--- config.mk ---
export PLATFORM = sky130hd
export DESIGN_NAME = regfile_wb_arbiter
export DESIGN_NICKNAME = d
export VERILOG_FILES = /design/src/rtl/regfile_wb_arbiter.sv
export SDC_FILE = /design/constraint.sdc
export NUM_CORES = 1
export LEC_CHECK = 0
export CORE_ASPECT_RATIO = 1.1
export CORE_MARGIN = 3
export CORE_UTILIZATION = 36
export CTS_CLUSTER_SIZE = 24
export DETAILED_ROUTE_END_ITERATION = 10
export PLACE_DENSITY = 0.79
export SETUP_SLACK_MARGIN = 0.05
export SLEW_MARGIN = 20
export SYNTH_ARGS = -nofsm -noshare
export SYNTH_HDL_FRONTEND = slang
export SYNTH_SLANG_ARGS = --single-unit
--- constraint.sdc ---
create_clock -name clk -period 2.6 [get_ports clk]
set_input_delay 0.52 -clock clk [delete_from_list [all_inputs] [get_ports clk]]
set_output_delay 0.52 -clock clk [all_outputs]
set_load 0.01 [all_outputs]
--- src/rtl/regfile_wb_arbiter.sv ---
// -----------------------------------------------------------------------------
// regfile_wb_arbiter
//
// Purpose:
//   Shares the single write port of the integer register file between two
//   writeback requesters: src0 (ALU/EX result) and src1 (load unit result).
//   Arbitration is round-robin with a valid/ready handshake per source. The
//   winning write is registered and presented to the register file on the
//   following cycle. Writes to x0 are accepted but never reach the port.
//
//   Optional hazard scoreboard, enabled by defining WB_SCOREBOARD_EN:
//   a 2^AW-bit busy bitmap of in-flight destination registers, queried
//   combinationally by decode. When the macro is undefined no bitmap exists,
//   rs1_busy/rs2_busy are constant 0, and the scoreboard inputs are ignored.
//   The port list is identical in both builds.
//
// Parameters:
//   XLEN  writeback data width
//   AW    register address width (2^AW registers)
//
// Ports:
//   clk, rst                 clock, synchronous active-high reset
//   s0_valid/ready/addr/data src0 writeback request and grant
//   s1_valid/ready/addr/data src1 writeback request and grant
//   wr_en, rd_addr_out,      registered register file write port
//   rd_out
//   set_en, set_addr         decode reserves a destination register
//   flush                    clears every reservation
//   rs1_addr_q, rs2_addr_q   hazard queries
//   rs1_busy, rs2_busy       queried register has an outstanding write
// -----------------------------------------------------------------------------
module regfile_wb_arbiter #(
  parameter int XLEN = 32,
  parameter int AW   = 5
) (
  input  logic            clk,
  input  logic            rst,

  input  logic            s0_valid,
  output logic            s0_ready,
  input  logic [AW-1:0]   s0_addr,
  input  logic [XLEN-1:0] s0_data,

  input  logic            s1_valid,
  output logic            s1_ready,
  input  logic [AW-1:0]   s1_addr,
  input  logic [XLEN-1:0] s1_data,

  output logic            wr_en,
  output logic [AW-1:0]   rd_addr_out,
  output logic [XLEN-1:0] rd_out,

  input  logic            set_en,
  input  logic [AW-1:0]   set_addr,
  input  logic            flush,
  input  logic [AW-1:0]   rs1_addr_q,
  input  logic [AW-1:0]   rs2_addr_q,
  output logic            rs1_busy,
  output logic            rs2_busy
);

  localparam int NREG = 1 << AW;

  // Source that won the most recent accepted transfer: 0 = src0, 1 = src1.
  // Resetting to 1 makes src0 win the first contention.
  logic            rr_last;

  logic            grant0;
  logic            grant1;
  logic            accept;
  logic [AW-1:0]   acc_addr;
  logic [XLEN-1:0] acc_data;
  logic            acc_real;

  // ---------------------------------------------------------------------------
  // Grant: combinational from the valids and rr_last. Under contention the
  // source that did not win last time is granted, so no source ever waits
  // more than one cycle. At most one grant is high.
  // ---------------------------------------------------------------------------
  always_comb begin
    // NOTE: every output of a combinational block gets a default first so no
    // path leaves it unassigned and no latch is inferred.
    grant0 = 1'b0;
    grant1 = 1'b0;
    if (s0_valid && s1_valid) begin
      grant0 = rr_last;
      grant1 = !rr_last;
    end else begin
      grant0 = s0_valid;
      grant1 = s1_valid;
    end
  end

  assign s0_ready = grant0;
  assign s1_ready = grant1;

  assign accept   = grant0 | grant1;
  assign acc_addr = grant1 ? s1_addr : s0_addr;
  assign acc_data = grant1 ? s1_data : s0_data;
  // An accepted x0 write completes the handshake but is dropped here.
  assign acc_real = accept && (acc_addr != '0);

  // ---------------------------------------------------------------------------
  // Grant state and registered write port. A reset discards any write that
  // was accepted on the previous cycle. Address/data only move on a real
  // write and hold otherwise.
  // ---------------------------------------------------------------------------
  always_ff @(posedge clk) begin
    // NOTE: state is updated with non-blocking assignments so every flop
    // samples the pre-edge values regardless of statement order.
    if (rst) begin
      rr_last     <= 1'b1;
      wr_en       <= 1'b0;
      rd_addr_out <= '0;
      rd_out      <= '0;
    end else begin
      wr_en <= acc_real;
      if (accept) begin
        rr_last <= grant1;
      end
      if (acc_real) begin
        rd_addr_out <= acc_addr;
        rd_out      <= acc_data;
      end
    end
  end

`ifdef WB_SCOREBOARD_EN
  // ---------------------------------------------------------------------------
  // Busy bitmap. Priority, lowest to highest: commit clear, reservation set
  // (a newer producer outlives the older commit), flush. Bit 0 never sets.
  // ---------------------------------------------------------------------------
  logic [NREG-1:0] busy;
  logic [NREG-1:0] busy_next;

  always_comb begin
    busy_next = busy;
    if (wr_en) begin
      busy_next[rd_addr_out] = 1'b0;
    end
    if (set_en && (set_addr != '0)) begin
      busy_next[set_addr] = 1'b1;
    end
    if (flush) begin
      busy_next = '0;
    end
    busy_next[0] = 1'b0;
  end

  always_ff @(posedge clk) begin
    // NOTE: the bitmap is plain flops, not a RAM, so it is reset along with
    // the rest of the state; stale reservations after reset would stall decode.
    if (rst) begin
      busy <= '0;
    end else begin
      busy <= busy_next;
    end
  end

  assign rs1_busy = busy[rs1_addr_q];
  assign rs2_busy = busy[rs2_addr_q];
`else
  // Scoreboard disabled: inputs are consumed only to keep them visibly unused.
  logic unused_sb;
  assign unused_sb = ^{set_en, set_addr, flush, rs1_addr_q, rs2_addr_q};
  assign rs1_busy  = 1'b0;
  assign rs2_busy  = 1'b0;
`endif

endmodule

==> results of run 1 <==
[synthesized netlist by cell type]
library cell / n
a31oi_1: 1
o32ai_1: 3
or2_2: 1
a211oi_2: 30
a211oi_1: 5
clkbuf_1: 12
dfxtp_1: 39
buf_2: 2
nand2_1: 2
or4_1: 2
a21boi_1: 1
buf_6: 4
conb_1: 1
nor4_1: 1
a31o_2: 2
nor2_1: 5
o21ai_0: 1
nor2b_1: 1
nor3_1: 1
a21oi_1: 33
inv_1: 4
buf_4: 2
nand2b_1: 2
and2_4: 1
mux2i_1: 37
or3_1: 1
buf_1: 2
[how the worst min path moves through the flow]
| stage | cells past startpoint | start | end |
|---|---|---|---|
| 2_1_floorplan | 2 | rr_last | rr_last |
| 3_3_place_gp | 2 | rd_addr_out[3] | rd_addr_out[3] |
| 3_5_place_dp | 2 | rd_addr_out[3] | rd_addr_out[3] |
| 4_1_cts | 2 | rd_addr_out[3] | rd_addr_out[3] |
| 5_1_grt | 2 | rd_addr_out[0] | rd_addr_out[0] |
| 6_report | 2 | rd_addr_out[3] | rd_addr_out[3] |
[final cells by class]
| class | count | area [sq um] |
|---|---|---|
| fillers | 477 | 2070 |
| repair buffers | 127 | 1250 |
| multi-input cells | 132 | 1140 |
| flip-flops and latches | 39 | 781 |
| well taps | 75 | 93.8 |
| clock buffers | 7 | 76.3 |
| inverters | 4 | 15.0 |
| clock inverters | 1 | 5.00 |
[power groups by stage]
stage               Sequential [mW]  Combinational (mW)  Clock [mW]
floorplan                     0.716               0.195           0
global placement              0.690               0.476           0
detailed placement            0.692               0.483           0
CTS                           0.679               0.485       0.409
global route                  0.685               0.516       0.428
finish                        0.679               0.478       0.395
[flip-flops by register name, summed over array words and instances, names as in the netlist]
name,cells
rd_addr_out,5
rr_last,1
rd_out,32
wr_en,1
[cells by family after synthesis]
kind of cell,synth area share [%]
AND/OR/NAND/NOR,4.57
flip-flops,38.5
AO/OA/AOI/OAI,31.6
other,0.185
buffers and inverters,6.79
multiplexers,18.3
[per-layer routing]
metal	routed length, microns	up-vias	track usage, %
met4	48	0	3.88
li1	-	956	-
met5	0	-	0
met1	2300	906	20.6
met3	385	7	5.79
met2	2940	68	31.7
[critical path: stages]
cell and delay [ns]:
clkdlybuf4s50_1 0.51, a21boi_4 0.31, clkdlybuf4s50_1 0.59
==> impl_metrics.json, run 1 <==
{
  "core_area_sq_mm": 0.00543,
  "cts_sinks": 39,
  "final_cell_mix": "clkdlybuf4s50_1 (116), dfxtp_1 (39), mux2i_1 (37)",
  "reg2reg_slack_ns": 0.80,
  "critPathCaptureType": "output port",
  "avgViaCountPerCell": 5.03,
  "cap_viol_max_count": 0,
  "fin_cells": 385,
  "ios": 137,
  "status": "completed",
  "grt_pass1_wl_microns": 9560,
  "hold_viol": 0,
  "wl_per_cell_microns": 14.7,
  "root_buffer": "clkbuf_8",
  "internal-power_mw": 1.13,
  "final_area_sq_mm": 0.00336,
  "sw_frac_of_total_pct": 27.4,
  "finClkSkew_ns": 0.00472,
  "layout_commonest_cell": "clkdlybuf4s50_1",
  "fp.dieArea_sq_mm": 0.00656,
  "die_x_microns": 77.5,
  "endpoint": "s1_ready",
  "p_total_mw": 1.55,
  "drt-initial-drc-count": 22,
  "tns_ns": 0,
  "dpl.cell_count": 377,
  "clock_power_share_pct": 25.5,
  "post_cts_buffers": 0,
  "crit_type": "in -> out",
  "critPathLaunchType": "primary input",
  "tightest_slew_ns": 0.553,
  "worstReg2RegStart": "rr_last",
  "timing.rr.end": "rd_out[16]",
  "seq_power_share_pct": 43.7,
  "synthDominantAreaCellType": "dfxtp_1",
  "postCtsResizedCells": 0,
  "switching_power_mw": 0.425,
  "cp.required_ns": 2.08,
  "synth_cell_types": 27,
  "syn_area_sq_mm": 0.00203,
  "combPwrFrac_pct": 30.8,
  "vdd.ir_drop.worst_v": 0.000277,
  "vias": 1937,
  "min_period_ns": 2.45,
  "setup_viol_count_final": 0,
  "wl_microns": 5680,
  "grt_overflow": 0,
  "crit_arrival_ns": 1.93,
  "synth_warnings": 0,
  "antenna_found_initial": 0,
  "fmax_mhz": 407,
  "drc": 0,
  "reg2reg_depth": 5,
  "insertion_delay_ns": 0.29,
  "synth_top_area_share_pct": 38.5,
  "antenna_cells": 0,
  "tritoncts": "done",
  "slew_violations": 0,
  "drive_gt1_share_pct": 17.1,
  "synth-seq-cells": 39,
  "area_growth_syn_to_layout_pct": 66.0,
  "syn_avg_cell_area_sq_um": 10.3,
  "grtUsageTotal_pct": 17.7,
  "fin_crit_sh_pct": 94.4,
  "dp_hpwl_microns": 4320,
  "synth_area_leaders": "dfxtp_1 (39%), a211oi_2 (19%), mux2i_1 (18%)",
  "rsz0062_at_grt": "false",
  "critPathMaxFanout": 7,
  "fin_ws_ns": 0.145,
  "dp_slack_ns": 0.0313,
  "first_global_vias": 1957,
  "cts_htree_levels": 2,
  "portBuffers": 117,
  "power_density_mw_per_mm2": 462,
  "startpoint": "s1_valid",
  "hold_class": "reg -> reg",
  "fin_util_pct": 61.9,
  "synthCells": 196,
  "final_nets": 404,
  "cts.reportedPaths.clkPinSlew_ns": 0.08,
  "grt_start_max_net_pins": 36,
  "slew_headroom_pct": 63.2,
  "dr.pass1.iters": 4,
  "cts_buffers": 5,
  "ctsHoldBuffers": 0,
  "start_util_pct": 37.3,
  "post_dp_cell_area_sq_mm": 0.00328,
  "place.gp.congestion": 0.737,
  "die_y_microns": 84.7,
  "ys_seq_area_share_pct": 38.5,
  "antenna_left": 0,
  "leakagePower_nw": 1.23,
  "row_count": 28,
  "whs_ns": 0.482,
  "clk_path_buf_depth": 2
}
Note: power is estimated with default switching activity, not from simulation.
==> run 2, diff against run 1 <==
- HOLD_SLACK_MARGIN: default -> 0.08
- MAX_ROUTING_LAYER: default -> met4
- RECOVER_POWER: default -> 100
==> run 2 against run 1 <==
  * Global-route usage grew 0.58 points
  * Combinational power shrank 8.8%
  * Largest cell class unchanged
  * Final cell count is the same
  * Register-to-register slack lost 0.06 ns
  * Die area is the same
  * Critical path depth is the same
  * Non-clock buffer count is the same
  * Utilization shrank 1.9 points
  * Clock skew shrank 0.0025 ns
==> impl_metrics.json, run 2 (synthesized netlist as in run 1, its figures left out) <==
{
  "vias": 1925,
  "start_util_pct": 37.3,
  "drc": 0,
  "largest_register_ffs": 32,
  "crit_type": "in -> out",
  "busiest_layer": "met2",
  "status": "completed",
  "critPathMaxFanout": 7,
  "cts_buffers": 5,
  "cts.reportedPaths.clkPinSlew_ns": 0.07,
  "rsz0062_at_grt": "false",
  "post_cts_buffers": 0,
  "grt_start_max_net_pins": 36,
  "crit_chain": "clkdlybuf4s50_1 > a21boi_4 > clkdlybuf4s50_1",
  "ctsHoldBuffers": 0,
  "area_growth_syn_to_layout_pct": 61.0,
  "grt_util_met3_pct": 5.36,
  "final_cell_mix": "clkdlybuf4s50_1 (78), dfxtp_1 (39), dlygate4sd3_1 (38)",
  "dr.pass1.iters": 4,
  "cp.required_ns": 2.08,
  "postCtsResizedCells": 0,
  "wl_microns": 5670,
  "avgViaCountPerCell": 5.00,
  "die_y_microns": 84.7,
  "clk_path_buf_depth": 2,
  "tritoncts": "done",
  "drt-initial-drc-count": 48,
  "finClkSkew_ns": 0.00221,
  "cap_viol_max_count": 0,
  "hold_class": "reg -> reg",
  "fmax_mhz": 409,
  "largestRegisters": "rd_out: 32 flops, rd_addr_out: 5 flops",
  "grtUsageTotal_pct": 18.3,
  "leakagePower_nw": 1.29,
  "tns_ns": 0,
  "insertion_delay_ns": 0.28,
  "cp_common_cell": "clkdlybuf4s50_1",
  "min_period_ns": 2.44,
  "gr-usage-met2_pct": 31.3,
  "antenna_cells": 0,
  "layout.filler_cells": 495,
  "place.gp.congestion": 0.746,
  "cts_sinks": 39,
  "use_met1_pct": 21.2,
  "wl_per_cell_microns": 14.7,
  "top_register": "rd_out",
  "grt_overflow": 0,
  "antenna_found_initial": 0,
  "dp_hpwl_microns": 4320,
  "slew_violations": 0,
  "row_count": 28,
  "core_area_sq_mm": 0.00543,
  "drive_gt1_share_pct": 11.3,
  "portBuffers": 117,
  "setup_viol_count_final": 0,
  "ios": 137,
  "final_nets": 404,
  "die_x_microns": 77.5,
  "critPathLaunchType": "primary input",
  "critPathSlowestCell": "clkdlybuf4s50_1",
  "fin_crit_sh_pct": 94.0,
  "first_global_vias": 1952,
  "cp_slowest_stage_delay_ns": 0.59,
  "crit_arrival_ns": 1.92,
  "grt_pass1_wl_microns": 9560,
  "critPathCaptureType": "output port",
  "antenna_left": 0,
  "fp.dieArea_sq_mm": 0.00656,
  "power_density_mw_per_mm2": 462,
  "fin_util_pct": 60.0,
  "hold_viol": 0,
  "layout_commonest_cell": "clkdlybuf4s50_1",
  "vdd.ir_drop.worst_v": 0.000285,
  "cts_htree_levels": 2,
  "root_buffer": "clkbuf_8"
}
## run 2: cell types whose count changed in the layout (fill, tap and decap cells not counted)
cell	delta
buf_12	-1
buf_6	+1
dlygate4sd3_1	+38
a211oi_1	+18
a211oi_2	-18
clkbuf_2	+1
buf_4	-1
clkdlybuf4s50_1	-38
## run 2: report_power, final
group	switching, mW	internal [mW]
clock	0.207	0.188
sequential	0.0250	0.651
combinational	0.178	0.258
total	0.410	1.10
## run 2: area by class of cell
class	instances	area, sq um	area share [%]
Clock buffer	7	76.3	2.34
Clock inverter	1	5.00	0.153
Inverter	4	15.0	0.460
Multi-Input combinational cell	132	1050	32.1
Sequential cell	39	781	23.9
Tap cell	75	93.8	2.88
Timing Repair Buffer	127	1240	38.1
## run 2: path summary, 6_finish.rpt
kind	startpoint	to	slack [ns]	cells after the start
worst max-delay path	s1_valid	s1_ready	0.16	3
worst min-delay path	rd_addr_out[3]	rd_addr_out[3]	0.48	2
worst min register to register	rd_addr_out[3]	rd_addr_out[3]	0.48	2
worst max register to register	rr_last	rd_addr_out[2]	0.74	6
## run 2: stage by stage
| stage | instance area [sq um] | setup slack (ns) | hold WS (ns) | instances | total power [mW] |
|---|---|---|---|---|---|
| after floorplan | 2030 | 0.488 | 0.482 | 197 | 0.910 |
| after CTS | 3360 | 0.152 | 0.481 | 385 | 1.57 |
| after detailed placement | 3280 | 0.0313 | 0.470 | 377 | 1.17 |
| after global routing | 3260 | 0.105 | 0.509 | 385 | 1.59 |
| after global placement | 3280 | 0.0373 | 0.470 | 377 | 1.17 |
| final | 3260 | 0.157 | 0.480 | 385 | 1.51 |
## run 2: worst max-delay path, delay by kind of cell
kind | cells | cell delay [ns]
compound gates | 1 | 0.31
buf+inv | 2 | 1.10
## run 2: routing by layer
layer	wire length, microns	vias to the layer above
met5	0	-
met4	46	0
met3	355	7
met2	2910	66
met1	2350	897
li1	-	955
==> run 3, diff against run 2 <==
- SKIP_LAST_GASP: default -> 1
==> results of run 3 <==
Same layout as run 2: the final DEF is identical, and so are final timing and power.
